--- src/rtl/cmd_responder.sv ---
// ============================================================================
// cmd_responder
// ----------------------------------------------------------------------------
// Far end of the request/response FIFO pair. Pops request bytes from the
// request FIFO, parses framed commands (PING / READ / WRITE on a small 8-bit
// register file) and pushes framed responses into the response FIFO.
//
// Request frame : A5, CMD, LEN, LEN payload bytes, CHK = XOR(CMD, LEN, payload)
// Response frame: 5A, RCMD, RLEN, RLEN bytes, RCHK = XOR(RCMD, RLEN, data)
//
// Ports
//   clk                  system clock
//   rst                  asynchronous reset, active-high
//   req_fifo_empty       request FIFO empty
//   req_fifo_r_en        one-cycle read pulse to the request FIFO
//   req_fifo_data_o      request byte (valid one cycle after r_en)
//   req_fifo_data_o_vld  request byte valid
//   rsp_fifo_data_i      response byte
//   rsp_fifo_data_i_vld  response byte valid
//   rsp_fifo_data_i_rdy  response FIFO accepts the byte this cycle
//   reg_o                flat register file, reg[k] = reg_o[8k+7:8k]
//   busy                 FSM is outside HUNT
//   frame_cnt            good frames executed (saturating)
//   err_cnt              errored / timed-out frames (saturating)
//   dbgState             current FSM state encoding
//
// Response handshake: rsp_fifo_data_i_vld is held high with
// rsp_fifo_data_i stable until a cycle in which rsp_fifo_data_i_rdy is also
// high; that cycle transfers the byte and the next byte (if any) may be
// presented in the following cycle.
// ============================================================================
module cmd_responder #(
    parameter int REG_ADDR_W     = 3,
    parameter int TIMEOUT_CYCLES = 500000
) (
    input  logic                         clk,
    input  logic                         rst,
    input  logic                         req_fifo_empty,
    output logic                         req_fifo_r_en,
    input  logic [7:0]                   req_fifo_data_o,
    input  logic                         req_fifo_data_o_vld,
    output logic [7:0]                   rsp_fifo_data_i,
    output logic                         rsp_fifo_data_i_vld,
    input  logic                         rsp_fifo_data_i_rdy,
    output logic [8*(2**REG_ADDR_W)-1:0] reg_o,
    output logic                         busy,
    output logic [15:0]                  frame_cnt,
    output logic [15:0]                  err_cnt,
    output logic [2:0]                   dbgState
);

    localparam int          NUM_REGS  = 2**REG_ADDR_W;
    localparam bit          TO_ENABLE = (TIMEOUT_CYCLES > 0);
    localparam logic [31:0] TO_LAST   = (TIMEOUT_CYCLES > 0) ? 32'(TIMEOUT_CYCLES - 1) : 32'd0;

    localparam logic [7:0] REQ_SYNC = 8'hA5;
    localparam logic [7:0] RSP_SYNC = 8'h5A;
    localparam logic [7:0] CMD_PING  = 8'h01;
    localparam logic [7:0] CMD_READ  = 8'h02;
    localparam logic [7:0] CMD_WRITE = 8'h03;

    typedef enum logic [2:0] {
        HUNT    = 3'd0,
        CMD     = 3'd1,
        LEN     = 3'd2,
        PAYLOAD = 3'd3,
        CHK     = 3'd4,
        EXEC    = 3'd5,
        SEND    = 3'd6
    } stateT;

    stateT state, nextState;

    // Byte fetch
    logic       rdPending;
    logic       byteCap;
    logic [7:0] byteIn;
    logic       inFrame;
    logic       needByte;

    // Frame parsing
    logic [7:0] cmdReg;
    logic [7:0] lenReg;
    logic [7:0] payCnt;
    logic [7:0] pay0;
    logic [7:0] pay1;
    logic [7:0] chkAcc;
    logic       chkBad;

    // Timeout
    logic [31:0] idleCnt;
    logic        timeoutHit;

    // Decode
    logic       isPing, isRead, isWrite;
    logic       lenBad, addrBad;
    logic [7:0] errCode;
    logic [7:0] rdData;

    // Response
    logic [7:0] rspBuf [5];
    logic [2:0] sendIdx;
    logic [2:0] sendLast;
    logic       sendDone;

    logic [7:0] regFile [NUM_REGS];

    // ------------------------------------------------------------------
    // Byte fetch: at most one read outstanding. A read whose data comes
    // back without vld is simply dropped; the next cycle refetches.
    // ------------------------------------------------------------------
    assign inFrame  = (state == CMD) || (state == LEN) || (state == PAYLOAD) || (state == CHK);
    assign needByte = inFrame || (state == HUNT);
    assign byteIn   = req_fifo_data_o;
    assign byteCap  = rdPending && req_fifo_data_o_vld;

    assign req_fifo_r_en = needByte && !req_fifo_empty && !rdPending;

    // A byte captured this cycle always wins over an expiring timeout.
    assign timeoutHit = TO_ENABLE && inFrame && !byteCap && (idleCnt == TO_LAST);

    assign sendDone = (state == SEND) && rsp_fifo_data_i_rdy && (sendIdx == sendLast);

    // ------------------------------------------------------------------
    // FSM state register
    // ------------------------------------------------------------------
    always_ff @(posedge clk or posedge rst) begin
        if (rst) begin
            state <= HUNT;
        end else begin
            state <= nextState;
        end
    end

    // ------------------------------------------------------------------
    // FSM next state
    // ------------------------------------------------------------------
    always_comb begin
        nextState = state;
        case (state)
            HUNT: begin
                if (byteCap && (byteIn == REQ_SYNC)) nextState = CMD;
            end
            CMD: begin
                if (byteCap)         nextState = LEN;
                else if (timeoutHit) nextState = HUNT;
            end
            LEN: begin
                if (byteCap)         nextState = (byteIn == 8'd0) ? CHK : PAYLOAD;
                else if (timeoutHit) nextState = HUNT;
            end
            PAYLOAD: begin
                // lenReg is at least 1 here, so lenReg - 1 is the last index.
                if (byteCap && (payCnt == lenReg - 8'd1)) nextState = CHK;
                else if (timeoutHit)                      nextState = HUNT;
            end
            CHK: begin
                if (byteCap)         nextState = EXEC;
                else if (timeoutHit) nextState = HUNT;
            end
            EXEC: begin
                nextState = SEND;
            end
            SEND: begin
                if (sendDone) nextState = HUNT;
            end
            default: begin
                nextState = HUNT;
            end
        endcase
    end

    // ------------------------------------------------------------------
    // Command decode and error classification (used in EXEC)
    // ------------------------------------------------------------------
    always_comb begin
        isPing  = (cmdReg == CMD_PING);
        isRead  = (cmdReg == CMD_READ);
        isWrite = (cmdReg == CMD_WRITE);
        lenBad  = (isPing  && (lenReg != 8'd0)) ||
                  (isRead  && (lenReg != 8'd1)) ||
                  (isWrite && (lenReg != 8'd2));
        // Any address bit above the register-file index makes it out of range.
        addrBad = (isRead || isWrite) && ((pay0 >> REG_ADDR_W) != 8'd0);
        errCode = 8'h00;
        if (chkBad)                          errCode = 8'h01;
        else if (!(isPing || isRead || isWrite)) errCode = 8'h02;
        else if (lenBad)                     errCode = 8'h03;
        else if (addrBad)                    errCode = 8'h04;
    end

    assign rdData = regFile[pay0[REG_ADDR_W-1:0]];

    // ------------------------------------------------------------------
    // Datapath: fetch tracking, parsing, timeout, execution, send index
    // ------------------------------------------------------------------
    always_ff @(posedge clk or posedge rst) begin
        if (rst) begin
            rdPending <= 1'b0;
            cmdReg    <= 8'h00;
            lenReg    <= 8'h00;
            payCnt    <= 8'h00;
            pay0      <= 8'h00;
            pay1      <= 8'h00;
            chkAcc    <= 8'h00;
            chkBad    <= 1'b0;
            idleCnt   <= 32'd0;
            sendIdx   <= 3'd0;
            sendLast  <= 3'd0;
            frame_cnt <= 16'h0000;
            err_cnt   <= 16'h0000;
            for (int i = 0; i < 5; i++) begin
                rspBuf[i] <= 8'h00;
            end
            for (int i = 0; i < NUM_REGS; i++) begin
                regFile[i] <= 8'h00;
            end
        end else begin
            rdPending <= req_fifo_r_en;

            if (!inFrame || byteCap || timeoutHit) begin
                idleCnt <= 32'd0;
            end else begin
                idleCnt <= idleCnt + 32'd1;
            end

            if (timeoutHit && (err_cnt != 16'hFFFF)) begin
                err_cnt <= err_cnt + 16'd1;
            end

            if (byteCap) begin
                case (state)
                    CMD: begin
                        cmdReg <= byteIn;
                        chkAcc <= byteIn;
                    end
                    LEN: begin
                        lenReg <= byteIn;
                        chkAcc <= chkAcc ^ byteIn;
                        payCnt <= 8'h00;
                        pay0   <= 8'h00;
                        pay1   <= 8'h00;
                    end
                    PAYLOAD: begin
                        // Every payload byte feeds the checksum; only the
                        // first two can be meaningful for any command.
                        if (payCnt == 8'd0) pay0 <= byteIn;
                        if (payCnt == 8'd1) pay1 <= byteIn;
                        chkAcc <= chkAcc ^ byteIn;
                        payCnt <= payCnt + 8'd1;
                    end
                    CHK: begin
                        chkBad <= (byteIn != chkAcc);
                    end
                    default: begin
                    end
                endcase
            end

            if (state == EXEC) begin
                sendIdx   <= 3'd0;
                rspBuf[0] <= RSP_SYNC;
                if (errCode != 8'h00) begin
                    rspBuf[1] <= 8'hFF;
                    rspBuf[2] <= 8'h01;
                    rspBuf[3] <= errCode;
                    rspBuf[4] <= 8'hFE ^ errCode;
                    sendLast  <= 3'd4;
                    if (err_cnt != 16'hFFFF) err_cnt <= err_cnt + 16'd1;
                end else begin
                    if (isRead) begin
                        rspBuf[1] <= CMD_READ | 8'h80;
                        rspBuf[2] <= 8'h01;
                        rspBuf[3] <= rdData;
                        rspBuf[4] <= (CMD_READ | 8'h80) ^ 8'h01 ^ rdData;
                        sendLast  <= 3'd4;
                    end else begin
                        // PING and WRITE: empty data field, checksum = RCMD.
                        rspBuf[1] <= cmdReg | 8'h80;
                        rspBuf[2] <= 8'h00;
                        rspBuf[3] <= cmdReg | 8'h80;
                        rspBuf[4] <= 8'h00;
                        sendLast  <= 3'd3;
                    end
                    if (isWrite) begin
                        regFile[pay0[REG_ADDR_W-1:0]] <= pay1;
                    end
                    if (frame_cnt != 16'hFFFF) frame_cnt <= frame_cnt + 16'd1;
                end
            end

            if ((state == SEND) && rsp_fifo_data_i_rdy && (sendIdx != sendLast)) begin
                sendIdx <= sendIdx + 3'd1;
            end
        end
    end

    // ------------------------------------------------------------------
    // Outputs
    // ------------------------------------------------------------------
    assign rsp_fifo_data_i_vld = (state == SEND);
    assign rsp_fifo_data_i     = (state == SEND) ? rspBuf[sendIdx] : 8'h00;
    assign busy                = (state != HUNT);
    assign dbgState            = state;

    for (genvar k = 0; k < NUM_REGS; k++) begin : gRegOut
        assign reg_o[8*k +: 8] = regFile[k];
    end

endmodule

--- config.mk ---
export PLATFORM = sky130hd
export DESIGN_NAME = cmd_responder
export DESIGN_NICKNAME = d
export VERILOG_FILES = /design/src/rtl/cmd_responder.sv
export SDC_FILE = /design/constraint.sdc
export NUM_CORES = 1
export LEC_CHECK = 0
export ABC_AREA = 1
export CAP_MARGIN = 25
export CELL_PAD_IN_SITES_DETAIL_PLACEMENT = 0
export CELL_PAD_IN_SITES_GLOBAL_PLACEMENT = 1
export CORE_ASPECT_RATIO = 0.8
export CORE_MARGIN = 4
export CORE_UTILIZATION = 45
export DETAILED_ROUTE_END_ITERATION = 7
export GPL_TIMING_DRIVEN = 0
export MAX_ROUTING_LAYER = met4
export PLACE_DENSITY_LB_ADDON = 0.1
export SYNTH_ARGS = -nofsm -noshare
export SYNTH_HDL_FRONTEND = slang
export SYNTH_SLANG_ARGS = --single-unit
--- constraint.sdc ---
create_clock -name clk -period 21.1 [get_ports clk]
set_clock_uncertainty 0.1 [all_clocks]
set_input_delay 4.22 -clock clk [delete_from_list [all_inputs] [get_ports clk]]
set_output_delay 4.22 -clock clk [all_outputs]
set_load 0.02 [all_outputs]
; After elaboration in Yosys (flattened, before gate mapping)
; Cells that the tools add are included.
[word_totals]
ff_bits = 220
latch_bits = 0
ramBits = 0
rom_bits = 0
input_bits = 13
elab_cells = 158
memories = 0
[op_classes]
n_addsub = 6
n_mul = 0
n_div = 0
magnitude_cmp = 3
n_eq_ne = 24
shifts = 0
n_mux = 40
bitwise_logic = 6
n_reduce_logical = 52
[op_table]
columns = operator, n
row1 = bitwise mux 64 bit, 1
row2 = 2-to-1 mux 16 bit, 4
row3 = 2-to-1 mux 8 bit, 8
row4 = one-hot mux 8 bit (2 select lines), 4
row5 = 2-to-1 mux 31 bit, 2
row6 = binary-select mux 8 bit (select 3 bit), 2
row7 = 2-to-1 mux 3 bit, 16
row8 = adder 16 x 1 -> 16 bit (second input constant), 2
row9 = adder 32 x 1 -> 32 bit (second input constant), 1
row10 = equality test 32 x 19 -> 1 bit (second input constant), 1
row11 = 2-to-1 mux 32 bit, 1
row12 = != test 16 bit (second input constant), 2
row13 = demux 8 bit (select 3 bit), 1
row14 = nonzero test 8 bit, 3
row15 = one-hot mux 3 bit (7 select lines), 1
row16 = equality test 8 x 1 -> 1 bit (second input constant), 2
row17 = equality test 8 x 2 -> 1 bit (second input constant), 2
row18 = logical AND 1 bit, 16
row19 = zero test 8 bit, 2
row20 = AND reduction 2 bit, 6
row21 = AND reduction 3 bit, 4
row22 = logical OR 1 bit, 11
row23 = equality test 3 bit (second input constant), 3
row24 = adder 8 x 1 -> 8 bit (second input constant), 1
row25 = 24 further kinds, 35

; Depth between registers and ports, before layout
; Gate-level depths: netlist of the first run.
[depth]
ltp_word = 11
mapped_depth = 15

; Worst setup path before layout of the first run
; Ideal clock, no wire load.
[synth_path]
path_type = input-to-output
start = input req_fifo_empty
end = output req_fifo_r_en
t_arrival_ns = 4.744
required_time_ns = 16.780
path_slack_ns = 12.036
cell_stages = 1
path_buffers = 0
path_cell_list = nor3_1
[synth_between]
elab_chain_len = 3
[synth_rtl]
columns = element, line_no
row1 = "start, declared", 38  ; input logic req_fifo_empty,
row2 = zero test 1 bit, 117  ; assign req_fifo_r_en = needByte && !req_fifo_empty && !rdPending;
row3 = logical AND 1 bit (2 in a row), 117
row4 = "end, declared", 39  ; output logic req_fifo_r_en,
; Every way passes these cells.

; Worst setup path after layout of the first run
; Same ends and word-level chain as after synthesis.

==> qor_table.md, run 1 <==
| Result | Reported |
| --- | --- |
| Result of the run | finished, final reports clean |
| Peak fanout along the critical path | 2 |
| Mapped Cells | 1500 |
| Most area-hungry cell type in the Yosys netlist | sky130_fd_sc_hd__dfrtp_1 |
| Global-route wire length before repair | 54790 um |
| Netlist cell types | 41 |
| Arrival @ worst endpoint | 5.52 ns |
| CTS hold repair buffers | 0 |
| Average size of a mapped cell | 7.526 um2 |
| Part of the power in registers | 40.1% |
| Worst supply voltage drop on vdd | 0.06615 mV |
| Number of enable-type register cells in the synthesized netlist | 0 |
| Post-DP HPWL | 24630 um |
| Initial core utilization | 46.07% |
| Clock root buffer master | sky130_fd_sc_hd__clkbuf_16 |
| Multi-input gate area | 5385 um2 |
| Delay of the slowest critical-path stage | 0.65 ns |
| Async set-reset flop share out of synthesis | 100.0% |
| Sinks on Clock Net | 210 |
| Via count of the first global-routing pass | 9972 |
| Fmax achieved | 0.1017 GHz |
| Standard cell core area | 24500 um2 |
| Setup Buffers After CTS | 0 |
| All-layer global routing usage | 25.26% |
| Die span in y | 149.7 um |
| Internal portion of total power | 843.4 uW |
| Hold Vio Cnt, Final | 0 |
| Number of gates resized after cts | 0 |
| Sw Share | 35.55% |
| Area growth, synth to finish | 21.46% |
| Worst Path Class, Setup | in -> out |
| Core utilization of the finished layout | 55.95% |
| Type of element launching the critical path | input pin |
| Number of antenna diodes | 0 |
| DR vias | 10660 |
| Non-filler cells in the finished layout | 1981 |
| Die Wd | 185.1 um |
| Part of the power in combinational logic | 28.0% |
| Post-layout min period | 9.836 ns |
| Site Rows | 51 |
| Boundary pin count | 123 |
| Synthesis Warnings | 0 |
| Hold Crit Class | reg -> reg |
| CTS tree | done |
| Area of all sequential standard cells | 5255 um2 |
| Number of optimization iterations in the first detailed-route pass | 6 |
| Slew @ Worst Pin | 1.004 ns |
| Most common cell type on the critical path | sky130_fd_sc_hd__clkdlybuf4s50_1 |
| Proportion of power drawn by the clock network | 31.8% |
| Biggest area contributors in the synthesized netlist | sky130_fd_sc_hd__dfrtp_1 47%, sky130_fd_sc_hd__nand2_1 15%, sky130_fd_sc_hd__nor2_1 6.5%, sky130_fd_sc_hd__nand3_1 5.8%, sky130_fd_sc_hd__o21ai_0 4.3% |
| Setup-failing EPs final | 0 |
| Headroom to the max-slew limit | 32.58% |
| Share of final-layout standard cells stronger than drive strength 1 | 4.269% |
| Number of buffers on the longest clock path | 3 |
| Placer Congestion | 0.9173 |
| Detailed-route wire length per cell | 17.06 um |
| Max capacitance violation total | 0 |
| RSZ-0062 raised after global routing | false |
| Fill cell count | 2405 |
| Category of cells accounting for the largest share of critical-path delay | buffers and inverters |
| Post-synthesis sequential element count | 210 |
| Post-synth top area share | 46.55% |
| Power per cell area | 95.45 nW/um2 |
| Quantity of I/O buffers inserted on ports | 120 |
| Leakage | 0.006291 uW |
| Number of nets produced by synthesis | 1524 |
| Switch Pwr | 465.3 uW |
| Seq/Total Area, Yosys | 46.55% |
| Post-synth design cell area | 11290 um2 |
| Total placed cells including tap cells | 1939 |
| Total Wirelength | 33790 um |
| Antenna Violating Nets Remaining | 0 |
| Final cycle utilization of the critical path | 46.62% |
| Required time at the worst-slack endpoint | 16.78 ns |
| Clock latency reported for the late side of the worst-skew pair | 0.51 ns |
| Antenna violations before repair | 0 |
| Critical path's slowest cell | sky130_fd_sc_hd__clkdlybuf4s50_1 |
| Total number of nets in the final design | 1671 |
| Vias per inst | 5.382 |
| CTS H-Tree Depth | 1 |
| Most used DFF post-synth | sky130_fd_sc_hd__dfrtp_1 |
| Maximum number of pins on one net before global-route repair | 126 |
| Total gr overflow | 0 |
| Post-route setup TNS | 0 ns |
| Buf/Inv on CP | 2 |
| CTS clk-pin slew, worst paths | 0.05 ns |
| Cells along the critical path | clkdlybuf4s50_1 > nor3_1 > clkdlybuf4s50_1 |
| Iteration-0 DRC Markers | 892 |
| CTS Buf Count | 24 |
| Die Footprint | 27700 um2 |
| DRC Markers | 0 |
| Category of the worst setup path capture point | output pin |
| Number of max-slew violations in the final report | 0 |
worst reg2reg max path: cells and delay by family, from the launching register on:
family        cells  cell delay, ns
flops             1            0.39
buf+inv           2            0.50
fa+ha+maj         1            0.18
simple gates      9            1.71
cell families after synthesis:
group	share of synthesized area, %
and+or+nand+nor	32.71
DFF	46.55
AOI/OAI and AO/OA	8.845
buffers and inverters	5.741
xor gates and xnor gates	4.932
adders and majority gates	1.219
Yosys cell counts, types with 2 or more instances:
cell and count:
sky130_fd_sc_hd__inv_2 5, sky130_fd_sc_hd__buf_2 11, sky130_fd_sc_hd__and3_1 2, sky130_fd_sc_hd__nand4_1 31, sky130_fd_sc_hd__dfrtp_1 210, sky130_fd_sc_hd__nor3_1 41, sky130_fd_sc_hd__nand2_1 449, sky130_fd_sc_hd__nand3_1 130
sky130_fd_sc_hd__a221oi_1 3, sky130_fd_sc_hd__a31oi_1 2, sky130_fd_sc_hd__or2_2 5, sky130_fd_sc_hd__nand3b_1 3, sky130_fd_sc_hd__o21a_1 5, sky130_fd_sc_hd__a311oi_1 4, sky130_fd_sc_hd__o211ai_1 2, sky130_fd_sc_hd__o21bai_1 2
sky130_fd_sc_hd__ha_1 11, sky130_fd_sc_hd__o31ai_1 6, sky130_fd_sc_hd__buf_4 2, sky130_fd_sc_hd__inv_1 115, sky130_fd_sc_hd__clkbuf_1 24, sky130_fd_sc_hd__nor2_1 196, sky130_fd_sc_hd__o21ai_0 98, sky130_fd_sc_hd__o32ai_1 8
sky130_fd_sc_hd__buf_1 9, sky130_fd_sc_hd__xor2_1 35, sky130_fd_sc_hd__nand2_2 7, sky130_fd_sc_hd__a2bb2oi_1 6, sky130_fd_sc_hd__a21oi_1 33, sky130_fd_sc_hd__o2111ai_1 3, sky130_fd_sc_hd__xnor2_1 26, sky130_fd_sc_hd__nor4_1 7
layout by cell type (no fill, tap or decap), types with 33 or more instances in the layout:
cell type                         count
sky130_fd_sc_hd__nand3_1            130
sky130_fd_sc_hd__inv_1              114
sky130_fd_sc_hd__a21oi_1             33
sky130_fd_sc_hd__nor2_1             196
sky130_fd_sc_hd__xor2_1              35
sky130_fd_sc_hd__clkdlybuf4s50_1    120
sky130_fd_sc_hd__dfrtp_1            210
sky130_fd_sc_hd__o21ai_0             98
sky130_fd_sc_hd__nand2_1            449
sky130_fd_sc_hd__nor3_1              41
per-stage QoR:
stage	total power, uW	hold slack (ns)	worst slack (ns)	area (um2)
2_1_floorplan	775.1	0.3326	11.04	11290
3_3_place_gp	891.3	0.3329	8.016	12890
3_5_place_dp	897.1	0.3425	11.26	12920
4_1_cts	1317	0.3504	11.26	13710
5_1_grt	1393	0.3934	11.18	13710
6_report	1309	0.3514	11.26	13710
path summary, 6_finish.rpt:
check / cells past startpoint / startpoint / slack (ns) / end
max in group asynchronous: 3 / rst / 15.79 / dbgState[0]
min reg2reg: 1 / rdPending / 0.35 / rdPending
max reg2reg: 12 / lenReg[0] / 18.12 / reg_o[59]
min in group asynchronous: 2 / rst / 4.08 / reg_o[48]
max: 3 / req_fifo_empty / 11.26 / req_fifo_r_en
min: 1 / rdPending / 0.35 / rdPending
flip-flops by register name, summed over array words and instances, names as in the netlist:
name / cells
chkBad: 1
idleCnt: 32
rdPending: 1
rspBuf: 25
lenReg: 8
dbgState: 3
pay0: 8
frame_cnt: 16
payCnt: 8
err_cnt: 16
reg_o: 64
chkAcc: 8
cmdReg: 8
sendLast: 1
pay1: 8
sendIdx: 3
layer usage:
| metal | vias up | global-route usage [%] | part of all wire, % |
|---|---|---|---|
| li1 | 5207 | - | - |
| met1 | 5074 | 38.37 | 49 |
| met2 | 335 | 35.76 | 43 |
| met3 | 46 | 4.253 | 6.9 |
| met4 | 0 | 5.099 | 1.8 |
| met5 | - | - | 0 |
power by group through the flow:
stage                     clock (uW)  sequential [uW]  combinational, uW
after detailed placement           0              530                367
after floorplan                    0              522                253
after global routing             441              534                418
after global placement             0              530                361
final                            417              525                367
after CTS                        425              524                368
final cells by class:
class | instances | area share, %
buffer | 46 | 1.414
tap | 318 | 2.902
timing repair buffer | 121 | 8.962
multi-input combinational | 1123 | 39.28
sequential | 210 | 38.33
clock buffer | 39 | 5.457
clock inverter | 3 | 0.2920
inverter | 121 | 3.367
Note: power is estimated with default switching activity, not from simulation.
==> run 2: changes to the inputs <==
--- a/config.mk
+++ b/config.mk
@@ -11,7 +11,7 @@
 export CELL_PAD_IN_SITES_GLOBAL_PLACEMENT = 1
 export CORE_ASPECT_RATIO = 0.8
 export CORE_MARGIN = 4
-export CORE_UTILIZATION = 45
+export CORE_UTILIZATION = 42
 export DETAILED_ROUTE_END_ITERATION = 7
 export GPL_TIMING_DRIVEN = 0
 export MAX_ROUTING_LAYER = met4
==> constraint.sdc (replaced) <==
create_clock -name clk -period 9.7 [get_ports clk]
set_clock_uncertainty 0.1 [all_clocks]
set_input_delay 1.94 -clock clk [delete_from_list [all_inputs] [get_ports clk]]
set_output_delay 1.94 -clock clk [all_outputs]
set_load 0.02 [all_outputs]
==> qor_table.md, run 2 (synthesized netlist as in run 1, its figures left out) <==
| Result | Reported | vs previous |
| --- | --- | --- |
| Required time at the worst-slack endpoint | 7.66 ns | -9.12 ns |
| CTS clk-pin slew, worst paths | 0.05 ns | about the same |
| CTS hold repair buffers | 0 | unchanged |
| DR vias | 10570 | -0.85% |
| Total Wirelength | 34590 um | +2.4% |
| Clock latency reported for the late side of the worst-skew pair | 0.52 ns | about the same |
| Fmax achieved | 0.1893 GHz |  |
| Worst Path Class, Setup | in -> out |  |
| RSZ-0062 raised after global routing | false |  |
| Result of the run | finished, final reports clean |  |
| Initial core utilization | 42.77% | -3.3 points |
| Total number of nets in the final design | 1672 | +0.060% |
| Iteration-0 DRC Markers | 846 | -5.2% |
| Total placed cells including tap cells | 1978 | +2.0% |
| Hold Vio Cnt, Final | 0 | unchanged |
| Sinks on Clock Net | 210 | unchanged |
| Leakage | 0.006317 uW | +0.41% |
| Standard cell core area | 26390 um2 | +7.7% |
| Most common cell type on the critical path | sky130_fd_sc_hd__clkdlybuf4s50_1 |  |
| Vias per inst | 5.231 | -2.8% |
| CTS H-Tree Depth | 1 | unchanged |
| Slew @ Worst Pin | 1.010 ns | +0.005974 ns |
| Max capacitance violation total | 0 | unchanged |
| CTS tree | done |  |
| Peak fanout along the critical path | 2 | unchanged |
| Via count of the first global-routing pass | 9913 | -0.59% |
| Headroom to the max-slew limit | 32.17% | -0.40 points |
| Number of flip-flops in the largest register | 64 | unchanged |
| Final cycle utilization of the critical path | 54.47% |  |
| Setup Buffers After CTS | 0 | unchanged |
| Boundary pin count | 123 | unchanged |
| Site Rows | 53 | +3.9% |
| Buf/Inv on CP | 2 | unchanged |
| Number of buffers on the longest clock path | 3 | unchanged |
| Detailed-route wire length per cell | 17.11 um | +0.35% |
| Most common cell after layout, fill and taps aside | sky130_fd_sc_hd__nand2_1 |  |
| Multi-input gate area | 5385 um2 | unchanged |
| All-layer global routing usage | 24.01% | -1.3 points |
| Arrival @ worst endpoint | 3.24 ns | -2.28 ns |
| CTS Buf Count | 25 | +4.2% |
| Share of final-layout standard cells stronger than drive strength 1 | 4.507% | +0.24 points |
| Category of cells accounting for the largest share of critical-path delay | buffers and inverters |  |
| Fill cell count | 2668 | +11% |
| R2r setup slk | 6.73 ns | -11.39 ns |
| Die span in y | 154.6 um | +3.3% |
| Number of optimization iterations in the first detailed-route pass | 8 | +2 |
| Hold Crit Class | reg -> reg |  |
| Delay of the slowest critical-path stage | 0.65 ns | about the same |
| Power per cell area | 210.3 nW/um2 | +120% |
| Placer Congestion | 0.9004 | -1.8% |
| Cells along the critical path | clkdlybuf4s50_1 > nor3_1 > clkdlybuf4s50_1 |  |
| Type of element launching the critical path | input pin |  |
| Category of the worst setup path capture point | output pin |  |
| Number of max-slew violations in the final report | 0 | unchanged |
| Maximum number of pins on one net before global-route repair | 115 | -8.7% |
| Number of antenna diodes | 0 | unchanged |
| Critical path's slowest cell | sky130_fd_sc_hd__clkdlybuf4s50_1 |  |
| Sum of internal, switching and leakage power | 2903 uW | +120% |
| Area of all sequential standard cells | 5255 um2 | unchanged |
| Number of gates resized after cts | 0 | unchanged |
| Setup-failing EPs final | 0 | unchanged |
| Clock root buffer master | sky130_fd_sc_hd__clkbuf_16 |  |
| Die Footprint | 29580 um2 | +6.8% |
| Quantity of I/O buffers inserted on ports | 120 | unchanged |
| Antenna violations before repair | 0 | unchanged |
| Post-layout min period | 5.283 ns |  |
| Die Wd | 191.3 um | +3.4% |
| Worst supply voltage drop on vdd | 0.1324 mV | +100% |
| Total gr overflow | 0 | unchanged |
| Antenna Violating Nets Remaining | 0 | unchanged |
| Post-DP HPWL | 25260 um | +2.6% |
| DRC Markers | 0 | unchanged |
| Most frequent cells in the layout | 449 x sky130_fd_sc_hd__nand2_1, 210 x sky130_fd_sc_hd__dfrtp_1, 196 x sky130_fd_sc_hd__nor2_1, 130 x sky130_fd_sc_hd__nand3_1, 120 x sky130_fd_sc_hd__clkdlybuf4s50_1 |  |
| Non-filler cells in the finished layout | 2021 | +2.0% |
| Area growth, synth to finish | 22.30% |  |
| Global-route wire length before repair | 55660 um | +1.6% |
## run 2: cell types whose count changed in the layout (fill, tap and decap cells not counted), sizes merged
cell / change
bufinv: +1
clkinv: +2
clkbuf: -2
## run 2: final cells by class
type / count / share of cell area (%)
clock inverters: 6 / 0.6072
flip-flops and latches: 210 / 38.06
inverters: 121 / 3.344
multi-input cells: 1123 / 39.01
repair buffers: 121 / 8.900
plain buffers: 46 / 1.405
well taps: 357 / 3.235
clock buffers: 37 / 5.438
## run 2: power breakdown
group          internal [uW]  total, uW  switching [uW]
clock network            584        953             369
logic                    271        803             533
registers               1010       1150             132
## run 2: per-layer routing
metal  track usage [%]  wire length (um)  up-vias
met5                 -                 0        -
met4             4.718               678        0
met3             4.061              2313       52
met2             32.59             14260      318
met1             37.65             17340     4992
li1                  -                 -     5209
## run 2: worst paths after layout
| check | start | to | cells past startpoint |
|---|---|---|---|
| worst min-delay path | rdPending | rdPending | 1 |
| max in group asynchronous | rst | idleCnt[20] | 3 |
| worst max-delay path | req_fifo_empty | req_fifo_r_en | 3 |
| min in group asynchronous | rst | reg_o[50] | 2 |
| worst min register to register | rdPending | rdPending | 1 |
| worst max register to register | lenReg[0] | reg_o[28] | 12 |
## run 2: per-stage QoR
stage | worst slack (ns) | hold WS (ns) | setup TNS [ns] | instance area, um2 | util (%)
6_report | 4.417 | 0.3525 | 0 | 13810 | 52.31
5_1_grt | 4.337 | 0.3795 | 0 | 13810 | 52.31
4_1_cts | 4.410 | 0.3581 | 0 | 13810 | 52.31
3_5_place_dp | 4.408 | 0.3511 | 0 | 12970 | 49.15
3_3_place_gp | -1.197 | 0.3319 | -245.37 | 12940 | 49.01
2_1_floorplan | 1.922 | 0.3326 | 0 | 11290 | -
==> run 3: changes to the inputs <==
==> constraint.sdc (replaced) <==
create_clock -name clk -period 5 [get_ports clk]
set_clock_uncertainty 0.1 [all_clocks]
set_input_delay 1 -clock clk [delete_from_list [all_inputs] [get_ports clk]]
set_output_delay 1 -clock clk [all_outputs]
set_load 0.02 [all_outputs]
==> qor_table.md, run 3 (synthesized netlist as in run 1, its figures left out) <==
| Result | Reported | vs previous |
| --- | --- | --- |
| Result of the run | finished, final reports clean |  |
| Most common cell after layout, fill and taps aside | sky130_fd_sc_hd__nand2_1 |  |
| DR vias | 10640 | +0.61% |
| Uppermost metal layer occupied by signal nets | met4 |  |
| Arrival @ worst endpoint | 2.89 ns | -0.35 ns |
| Worst Path Class, Setup | reg -> out |  |
| Die Footprint | 29580 um2 | unchanged |
| Number of gates resized after cts | 0 | unchanged |
| CTS hold repair buffers | 0 | unchanged |
| Required time at the worst-slack endpoint | 3.90 ns | -3.76 ns |
| CTS Buf Count | 24 | -4.0% |
| Non-filler cells in the finished layout | 2025 | +0.20% |
| Global-route wire length before repair | 55690 um | about the same |
| Die span in y | 154.6 um | unchanged |
| Sinks on Clock Net | 210 | unchanged |
| Setup-failing EPs final | 0 | unchanged |
| Total gr overflow | 0 | unchanged |
| Number of flip-flops in the largest register | 64 | unchanged |
| CTS clk-pin slew, worst paths | 0.06 ns | about the same |
| Die Wd | 191.3 um | unchanged |
| Worst supply voltage drop on vdd | 0.3553 mV | +170% |
| Total number of nets in the final design | 1675 | +0.18% |
| Category of the worst setup path capture point | output pin |  |
| Final design area excluding fillers | 13820 um2 | +0.14% |
| Cells along the critical path | nor2_1 > inv_1 > a311oi_1 > clkdlybuf4s50_1 |  |
| Hold Crit Class | reg -> reg |  |
| DRC Markers | 0 | unchanged |
| Post-route setup TNS | 0 ns | unchanged |
| Via count of the first global-routing pass | 10000 | +0.92% |
| Clock latency reported for the late side of the worst-skew pair | 0.51 ns | about the same |
| Site Rows | 53 | unchanged |
| CTS H-Tree Depth | 1 | unchanged |
| Headroom to the max-slew limit | 33.15% | +0.97 points |
| Post-route worst setup slack | 1.013 ns | -3.404 ns |
| Detail Route met3 WL | 2431 um | +5.1% |
| Max capacitance violation total | 0 | unchanged |
| Area growth, synth to finish | 22.47% |  |
| Post-DP HPWL | 25580 um | +1.3% |
| Antenna Violating Nets Remaining | 0 | unchanged |
| Critical path's slowest cell | sky130_fd_sc_hd__clkdlybuf4s50_1 |  |
| Peak fanout along the critical path | 8 | +6 |
| Vias per inst | 5.252 | +0.42% |
| Number of optimization iterations in the first detailed-route pass | 6 | -2 |
| Detailed-route wire length per cell | 17.13 um | about the same |
| Number of max-slew violations in the final report | 0 | unchanged |
| Post-layout min period | 3.987 ns |  |
| Buf/Inv on CP | 2 | unchanged |
| Place WS | 1.228 ns | -3.180 ns |
| Number of antenna diodes | 0 | unchanged |
| Placed Instance Area | 13040 um2 | +0.53% |
| Most frequent cells in the layout | 449 x sky130_fd_sc_hd__nand2_1, 210 x sky130_fd_sc_hd__dfrtp_1, 196 x sky130_fd_sc_hd__nor2_1, 130 x sky130_fd_sc_hd__nand3_1, 120 x sky130_fd_sc_hd__clkdlybuf4s50_1 |  |
| Final cycle utilization of the critical path | 79.74% |  |
| Boundary pin count | 123 | unchanged |
| Slew @ Worst Pin | 0.9951 ns | -0.01446 ns |
| Detailed-routing wirelength on met1 | 17190 um | -0.88% |
| Quantity of I/O buffers inserted on ports | 120 | unchanged |
| Category of cells accounting for the largest share of critical-path delay | buffers and inverters |  |
| Standard cell core area | 26390 um2 | unchanged |
| CTS tree | done |  |
| Clock root buffer master | sky130_fd_sc_hd__clkbuf_16 |  |
| Power per cell area | 402.2 nW/um2 | +91% |
| RSZ-0062 raised after global routing | false |  |
| Core utilization of the finished layout | 52.38% | +0.071 points |
| Setup Buffers After CTS | 0 | unchanged |
| Fmax achieved | 0.2508 GHz |  |
| Total Wirelength | 34680 um | +0.27% |
| Leakage | 0.006324 uW | +0.10% |
| Type of element launching the critical path | register |  |
| Total placed cells including tap cells | 1982 | +0.20% |
| Number of buffers on the longest clock path | 3 | unchanged |
| Iteration-0 DRC Markers | 876 | +3.5% |
| Initial core utilization | 42.77% | unchanged |
| Delay of the slowest critical-path stage | 0.70 ns | +0.05 ns |
| All-layer global routing usage | 23.97% | -0.037 points |
| Placer Congestion | 0.8906 | -1.1% |
| Antenna violations before repair | 0 | unchanged |
| Maximum number of pins on one net before global-route repair | 43 | -63% |
| Share of final-layout standard cells stronger than drive strength 1 | 4.616% | +0.11 points |
| Total met2 wirelength after detailed routing | 14400 um | +0.97% |
| Hold Vio Cnt, Final | 0 | unchanged |
run 3: cell count changes in the layout (fill, tap and decap cells not counted), sizes merged:
cell and delta:
clkbuf -3, clkinv +3, buf +4, clkinvlp +1, inv -1
run 3: final cells by class:
class | instances | area (um2)
tap | 357 | 446.7
buffer | 46 | 193.9
inverter | 121 | 457.9
multi-input combinational | 1123 | 5385
timing repair buffer | 125 | 1301
fill | 2627 | 12570
sequential | 210 | 5255
clock buffer | 34 | 689.4
clock inverter | 9 | 95.09
run 3: worst reg2reg max path: stages, from the launching register on:
cell                      delay, ns
sky130_fd_sc_hd__dfrtp_1       0.39
sky130_fd_sc_hd__inv_1         0.18
sky130_fd_sc_hd__ha_1          0.18
sky130_fd_sc_hd__nand2_1       0.05
sky130_fd_sc_hd__nor2_1        0.26
sky130_fd_sc_hd__nor2_1        0.07
sky130_fd_sc_hd__nor2_1        0.32
sky130_fd_sc_hd__nand4_4       0.27
sky130_fd_sc_hd__nor3_4        0.41
sky130_fd_sc_hd__buf_4         0.31
sky130_fd_sc_hd__nand2_2       0.16
sky130_fd_sc_hd__nand2_1       0.13
sky130_fd_sc_hd__nand2_1       0.06
run 3: worst paths after layout:
path | startpoint | to | slack (ns) | cells after the start
setup / recovery | dbgState[0] | rsp_fifo_data_i[1] | 1.01 | 4
hold / removal | rdPending | rdPending | 0.35 | 1
setup reg to reg | lenReg[0] | reg_o[30] | 1.99 | 12
hold reg to reg | rdPending | rdPending | 0.35 | 1
max in group asynchronous | rst | rspBuf[30] | 2.73 | 5
min in group asynchronous | rst | payCnt[4] | 0.87 | 2
run 3: layer usage:
metal | GRT usage (%) | up-vias
met1 | 37.08 | 5053
met3 | 4.174 | 49
met4 | 4.479 | 0
met5 | - | -
met2 | 33.15 | 321
li1 | - | 5213
run 3: where the power goes:
group / total, uW / internal [uW] / switching, uW / leakage, uW
Clock: 1760 / 1060 / 705 / 0.000392
Sequential: 2230 / 1970 / 258 / 0.00274
Combinational: 1570 / 530 / 1040 / 0.00319
Total: 5560 / 3560 / 2000 / 0.00632
run 3: through the flow:
stage                     power, uW  hold WS, ns
after floorplan                3271       0.3326
after global placement         3778       0.3315
after detailed placement       3806       0.3409
after CTS                      5589       0.3489
after global routing           5900       0.3812
final                          5560       0.3459
